$ cat src/rtl/riscv_lsu.sv
// RV32I load/store unit: one access per handshake, word-aligned bus cycle with byte
// enables, wait-state tolerant with optional timeout, and sign/zero-extended load return.
module riscv_lsu #(
   parameter int ADDR_W        = 32,
   parameter int TIMEOUT       = 15,
   parameter int MISALIGN_TRAP = 1
) (
   input  logic              clk,
   input  logic              rst,
   input  logic              req_valid,
   output logic              req_ready,
   input  logic              req_we,
   input  logic [2:0]        req_funct3,
   input  logic [ADDR_W-1:0] req_addr,
   input  logic [31:0]       req_wdata,
   output logic              resp_valid,
   output logic [31:0]       resp_rdata,
   output logic              resp_err,
   output logic              mem_req,
   output logic              mem_we,
   output logic [ADDR_W-1:0] mem_addr,
   output logic [3:0]        mem_be,
   output logic [31:0]       mem_wdata,
   input  logic              mem_ack,
   input  logic [31:0]       mem_rdata,
   output logic [1:0]        dbg_state
);

   // Handshake: a request transfers on a rising edge where req_valid and req_ready are both
   // high; resp_valid is a single-cycle pulse that needs no ready; mem_req is held until
   // mem_ack (sampled only while mem_req is high) or the timeout.
   typedef enum logic [1:0] {IDLE = 2'd0, ACCESS = 2'd1, RESP = 2'd2} state_t;

   localparam int CNT_W = (TIMEOUT > 0) ? $clog2(TIMEOUT + 1) : 1;
   localparam logic [CNT_W-1:0] CNT_LAST = CNT_W'((TIMEOUT > 0) ? TIMEOUT - 1 : 0);

   state_t            state;
   logic [CNT_W-1:0]  wait_cnt;
   logic [2:0]        f3_q;
   logic              we_q;
   logic [1:0]        lane_q;

   logic              illegal, misal;
   logic [1:0]        sz;
   logic [ADDR_W-1:0] eff_addr;
   logic [3:0]        be_d;
   logic [31:0]       wdata_d, lane, ld_data;

   assign req_ready = (state == IDLE) && rst;
   assign dbg_state = state;

   always_comb begin
      sz       = req_funct3[1:0];
      illegal  = req_we ? (req_funct3 > 3'd2)
                        : (req_funct3 == 3'b011 || req_funct3[2:1] == 2'b11);
      misal    = (sz == 2'd1 && req_addr[0]) || (sz == 2'd2 && req_addr[1:0] != 2'b00);
      // When not trapping, misaligned addresses are rounded down to natural alignment.
      eff_addr = req_addr;
      if (sz == 2'd1) eff_addr[0] = 1'b0;
      if (sz == 2'd2) eff_addr[1:0] = 2'b00;
      case (sz)
         2'd0:    be_d = 4'b0001 << eff_addr[1:0];
         2'd1:    be_d = 4'b0011 << {eff_addr[1], 1'b0};
         default: be_d = 4'b1111;
      endcase
      case (sz)
         2'd0:    wdata_d = {4{req_wdata[7:0]}};
         2'd1:    wdata_d = {2{req_wdata[15:0]}};
         default: wdata_d = req_wdata;
      endcase
      if (!req_we) wdata_d = 32'd0;
   end

   always_comb begin
      lane = mem_rdata >> {lane_q, 3'b000};
      case (f3_q)
         3'b000:  ld_data = {{24{lane[7]}}, lane[7:0]};
         3'b001:  ld_data = {{16{lane[15]}}, lane[15:0]};
         3'b100:  ld_data = {24'd0, lane[7:0]};
         3'b101:  ld_data = {16'd0, lane[15:0]};
         default: ld_data = lane;
      endcase
   end

   always_ff @(posedge clk or negedge rst) begin
      if (!rst) begin
         state      <= IDLE;
         wait_cnt   <= '0;
         f3_q       <= 3'd0;
         we_q       <= 1'b0;
         lane_q     <= 2'd0;
         mem_req    <= 1'b0;
         mem_we     <= 1'b0;
         mem_addr   <= '0;
         mem_be     <= 4'd0;
         mem_wdata  <= 32'd0;
         resp_valid <= 1'b0;
         resp_err   <= 1'b0;
         resp_rdata <= 32'd0;
      end else begin
         case (state)
            IDLE: begin
               if (req_valid) begin
                  f3_q   <= req_funct3;
                  we_q   <= req_we;
                  lane_q <= eff_addr[1:0];
                  if (illegal || (misal && MISALIGN_TRAP != 0)) begin
                     state      <= RESP;
                     resp_valid <= 1'b1;
                     resp_err   <= 1'b1;
                     resp_rdata <= 32'd0;
                  end else begin
                     state     <= ACCESS;
                     mem_req   <= 1'b1;
                     mem_we    <= req_we;
                     mem_addr  <= {eff_addr[ADDR_W-1:2], 2'b00};
                     mem_be    <= be_d;
                     mem_wdata <= wdata_d;
                     wait_cnt  <= '0;
                  end
               end
            end
            ACCESS: begin
               if (mem_ack) begin
                  state      <= RESP;
                  mem_req    <= 1'b0;
                  resp_valid <= 1'b1;
                  resp_err   <= 1'b0;
                  resp_rdata <= we_q ? 32'd0 : ld_data;
               end else if (TIMEOUT != 0 && wait_cnt == CNT_LAST) begin
                  state      <= RESP;
                  mem_req    <= 1'b0;
                  resp_valid <= 1'b1;
                  resp_err   <= 1'b1;
                  resp_rdata <= 32'd0;
               end else if (wait_cnt != '1) begin
                  wait_cnt <= wait_cnt + CNT_W'(1);
               end
            end
            RESP: begin
               resp_valid <= 1'b0;
               state      <= IDLE;
            end
            default: state <= IDLE;
         endcase
      end
   end

endmodule

$ cat config.mk
export PLATFORM = sky130hd
export DESIGN_NAME = riscv_lsu
export DESIGN_NICKNAME = d
export VERILOG_FILES = /design/src/rtl/riscv_lsu.sv
export SDC_FILE = /design/constraint.sdc
export NUM_CORES = 1
export LEC_CHECK = 0
export BUFFER_PORTS_ARGS = -buffer_cell sky130_fd_sc_hd__buf_2
export CORE_MARGIN = 5
export CORE_UTILIZATION = 49
export DETAILED_ROUTE_END_ITERATION = 10
export GPL_TIMING_DRIVEN = 0
export HOLD_SLACK_MARGIN = 0.02
export PLACE_DENSITY = 0.85
export SYNTH_ARGS = -nofsm -noshare
export SYNTH_HDL_FRONTEND = slang
export SYNTH_SLANG_ARGS = --single-unit
$ cat constraint.sdc
create_clock -name clk -period 2.4 [get_ports clk]
set_input_delay 0.48 -clock clk [delete_from_list [all_inputs] [get_ports clk]]
set_output_delay 0.48 -clock clk [all_outputs]
set_load 0.05 [all_outputs]
# After elaboration in Yosys (flattened, before gate mapping)
# Cells that the tools add are included.
# totals
in_bits,104
register_bits,114
# classes
n_reduce_logical,19
n_eq_ne,18
bitwise,1
n_shift,3
mux,36
n_addsub,1
n_lt_le_gt_ge,1
# ops
operator,count
$mux W32,6
$pmux W32 S2,2
$pmux W32 S4,1
$shr A32 B5 Y32,1
$mux W4,5
$pmux W4 S2,2
$reduce_and A4 Y1,3
$mux W1,11
$mux W2,5
$ne A2 B2 Y1 const B,5
$eq A2 B2 Y1 const B,3
$eq A3 B3 Y1 const B,2
$reduce_and A6 Y1,1
$add A4 B1 Y4 const B,1
$eq A2 B1 Y1 const B,2
$eq A4 B4 Y1 const B,1
$logic_not A2 Y1,2
$ne A4 B4 Y1 const B,1
$pmux W1 S2,2
$pmux W2 S2,1
$reduce_and A2 Y1,2
$reduce_bool A2 Y1,2
$shl A1 B2 Y4 const A,1
$shl A2 B2 Y4 const A,1
other kinds (12),16

# Logic depth before layout (Yosys ltp)
# depth
word_depth,7
mapped_depth,8
mapped_depth_nobuf,7

# Worst setup path before layout
# No wires, ideal clock.
# synth_timing
path_kind,flip-flop to flip-flop
from,register state[0] (netlist: dbg_state[0])
to,register resp_err
synth_period_minus_slack_ns,2.079
stages_incl_launch_ff,8
n_path_buf,2
slack_ns,0.321
required_time_ns,2.281
t_arrival_ns,1.960
path_cell_list,dfrtp_1 -> buf_2 -> nor3b_1 -> a21oi_1 -> nand2_1 -> buf_4 -> inv_2 -> o21a_1
# synth_between
elab_chain_cells,3
# synth_lines
element,line_no,rtl
"start, declared",37,state_t state;
"start signal, assigned",87,state <= IDLE;
"start signal, assigned",108,state <= RESP;
"start signal, assigned",113,state <= ACCESS;
$eq A2 B1 Y1 / $logic_not A2 Y1 (equally long branches),101,case (state)
"$ne A3 B3 Y1 (no line), or another cell as far along",-,
$reduce_and A4 Y1 (no line),-,
"end signal, assigned",98,resp_err <= 1'b0;
"end signal, assigned",110,resp_err <= 1'b1;
"end signal, assigned",128,resp_err <= 1'b0;
"end, declared",18,"output logic resp_err,"
# Several ways; a longest one is shown, not always the timed one.
# A chain may end at the register's enable or synchronous reset.

# Worst setup path after layout
# layout_timing
from,register state[0] (netlist: dbg_state[0])
to,register mem_wdata[13]
# layout_between
elab_chain_cells,2
# layout_lines
element,line_no,rtl
$logic_not A2 Y1,101,
$reduce_and A3 Y1 (no line),-,
"end signal, assigned",118,mem_wdata <= wdata_d;
"end, declared",23,"output logic [31:0] mem_wdata,"
# No other way between the ends.

==> impl_metrics.yaml <==
placement:
  portBuffers: 206
  finalWeightedCongestion: 0.9117
  place_hpwl_mm: 11.70
setup_path:
  critPathMaxStageDelay_ns: 0.47
  worstPathRequired_ns: 2.82
  critPathArrivalTime_ns: 2.55
  critPathBufInv: 2
  crit_chain: "buf_2 > nor3b_1 > nand3_1 > clkbuf_1 > o21ai_0"
  critPathSlowestCell: "nor3b_1"
  endpoint_kind: "register"
  crit_family: "simple AND/OR/NAND/NOR gates"
  crit_type: "reg2reg"
  crit_fanout: 10
  start_kind: "register"
floorplanning:
  die_y_um: 115.0
  die_x_um: 115.0
  core_region_area_mm2: 0.01084
  start_util_pct: 49.84
  rows: 38
  die_area_mm2: 0.01323
  ioPinCount: 211
sta:
  finalCritPeriodShare_pct: 88.69
  worstMarginPinSlew_ns: 0.8899
  finalHoldViolations: 0
  drv_slew: 0
  rsz0062_at_grt: "false"
  clock_skew_ns: 0.01168
  fin_crit_ns: 2.129
  setup_viol: 0
  fmax_ghz: 0.4698
  slew_headroom_pct: 40.46
route:
  dr.pass1.iters: 5
  vias: 4695
  route.detailed.drc: 0
  wire_per_inst_um: 19.08
  wirelength_mm: 15.93
  postRouteAntennaNets: 0
  drtIter0Drc: 383
  routed_via_density: 5.623
synthesis:
  netlist_instances: 452
  synth_common_cells: "dfrtp_1, mux2i_1, nand2_1"
  yosysSeqAreaShare_pct: 52.80
  synth-edff-count: 0
  netlist.area_leader.share_pct: 52.80
  yosys_warnings: 0
  synth_area_leaders: "dfrtp_1, mux2_4, mux2i_1"
  synth_area_per_cell_um2: 11.95
  synthArstFlopShare_pct: 100.0
  synth_ff_type: "dfrtp_1"
  synth_top_cell_by_area: "dfrtp_1"
  synth_area_mm2: 0.005403
  yosysMostFrequentCell: "dfrtp_1"
  synth.distinct_cells: 46
  ys_ff_latch: 114
global_routing:
  antenna_found_initial: 0
  grt_pass1_wl_mm: 25.24
  grt_pass1_vias: 4971
  grt_max_degree: 59
  gr-total-overflow: 0
  track_usage_pct: 24.70
clock_network:
  cts_inserted_buffers: 17
  cts_tree: "built"
  clock_path_buffers: 2
  clock_sinks: 114
  root_buffer: "clkbuf_8"
  h-tree-depth: 4
  cts_setup_buffers: 0
  clk_latency_ns: 0.52
  path_clk_slew_ns: 0.06
pwr:
  powerDensity_mw_per_mm2: 1252
  vdd_drop_max_mv: 0.9476
  finalPower_mw: 9.196
  leakage_nw: 3.827
job:
  max_cap_violations: 0
layout:
  final_util_pct: 67.77
  antennaDiodeCount: 0
  synthToLayoutAreaGrowth_pct: 35.99
  layout-drive-gt1-share_pct: 45.04
  nFillCells: 799
  nets: 788
hold_path:
  hold_path_class: "in2async"
outcome:
  status: "completed"
==> placed cells by master (no fill, tap or decap), types with 3 or more instances in the layout <==
master,instances
a221o_1,17
o21ai_0,30
nand2_1,37
nand3_1,6
clkbuf_1,17
buf_4,5
clkbuf_16,16
nor2_1,19
inv_1,7
mux2_2,16
a22o_1,11
clkinv_2,4
dfrtp_1,114
buf_2,215
mux2i_1,38
buf_16,4
nand4_1,3
o2bb2ai_1,20
nand2b_1,3
and3_1,3
bufinv_16,4
clkbuf_8,4
a21oi_1,33
buf_6,6
mux2_4,28
==> layout make-up <==
type	instances	area (um^2)	share of cell area, %
buffer	36	205.2	2.793
clock buffer	22	462.9	6.301
clock inverter	10	155.1	2.112
inverter	8	30.03	0.4087
multi-input combinational	295	2318	31.56
sequential	114	2853	38.83
tap	140	175.2	2.384
timing repair buffer	210	1147	15.62
==> path summary, 6_finish.rpt <==
path / slack [ns] / from / cells after the start / end
setup / recovery: 0.27 / dbg_state[0] / 5 / mem_wdata[13]
hold / removal: 0.07 / rst / 3 / mem_wdata[27]
setup reg to reg: 0.27 / dbg_state[0] / 5 / mem_wdata[13]
hold reg to reg: 0.48 / mem_wdata[28] / 2 / mem_wdata[28]
max in group asynchronous: 2.07 / rst / 3 / resp_rdata[23]
min in group clk: 0.19 / req_addr[7] / 2 / mem_addr[7]
==> per-layer routing <==
layer | routed length, um | track usage (%) | vias to the layer above
met5 | 0 | 0 | -
met3 | 1167 | 6.105 | 50
met1 | 6060 | 30.10 | 2296
met2 | 8138 | 41.05 | 236
li1 | - | - | 2113
met4 | 565 | 12.05 | 0
==> sequential cells by signal, summed over array words and instances, names as in the netlist <==
register	count
resp_err	1
f3_q	3
resp_rdata	32
lane_q	2
we_q	1
mem_req	1
resp_valid	1
wait_cnt	4
mem_wdata	32
mem_be	4
dbg_state	2
mem_we	1
mem_addr	30
==> worst reg2reg max path, stage by stage, from the launching register on <==
cell,delay (ns)
dfrtp_1,0.37
buf_2,0.17
nor3b_1,0.47
nand3_1,0.39
clkbuf_1,0.34
o21ai_0,0.30
==> power by group <==
part	total, mW	internal (mW)	switching (mW)
Sequential	2.78	2.45	0.335
Combinational	3.80	1.11	2.69
Clock	2.61	1.76	0.851
==> what timing repair did <==
item                       4_1_cts  5_1_grt
hold buffers                     3        0
hold endpoints to repair        56        0
setup endpoints to repair        1        0
gates resized for setup          1        0
==> metrics by stage <==
stage | setup slack (ns) | cell area (um^2) | hold slack (ns) | std cells | setup TNS, ns
3_5_place_dp | -0.04475 | 6643 | 0.4660 | 800 | -0.04475
3_3_place_gp | -1.030 | 6613 | 0.4591 | 799 | -46.06
5_1_grt | 0.09906 | 7347 | 0.06526 | 835 | 0
2_1_floorplan | 0.3210 | 5406 | 0.1844 | 453 | 0
6_report | 0.2714 | 7347 | 0.06560 | 835 | 0
4_1_cts | 0.2879 | 7347 | 0.04083 | 835 | 0
==> cells by family (layout without fill, tap and decap cells) <==
family / count (synthesis) / in the layout / share of synthesized area, %
AOI/OAI and AO/OA: 124 / 124 / 16.21
DFF: 114 / 114 / 52.80
muxes: 83 / 83 / 18.57
and+or+nand+nor: 82 / 82 / 7.202
buffers and inverters: 44 / 286 / 4.354
adders and majority gates: 2 / 2 / 0.4631
xor gates and xnor gates: 2 / 2 / 0.3243
other: 1 / 2 / 0.06941
Note: power is estimated with default switching activity, not from simulation.
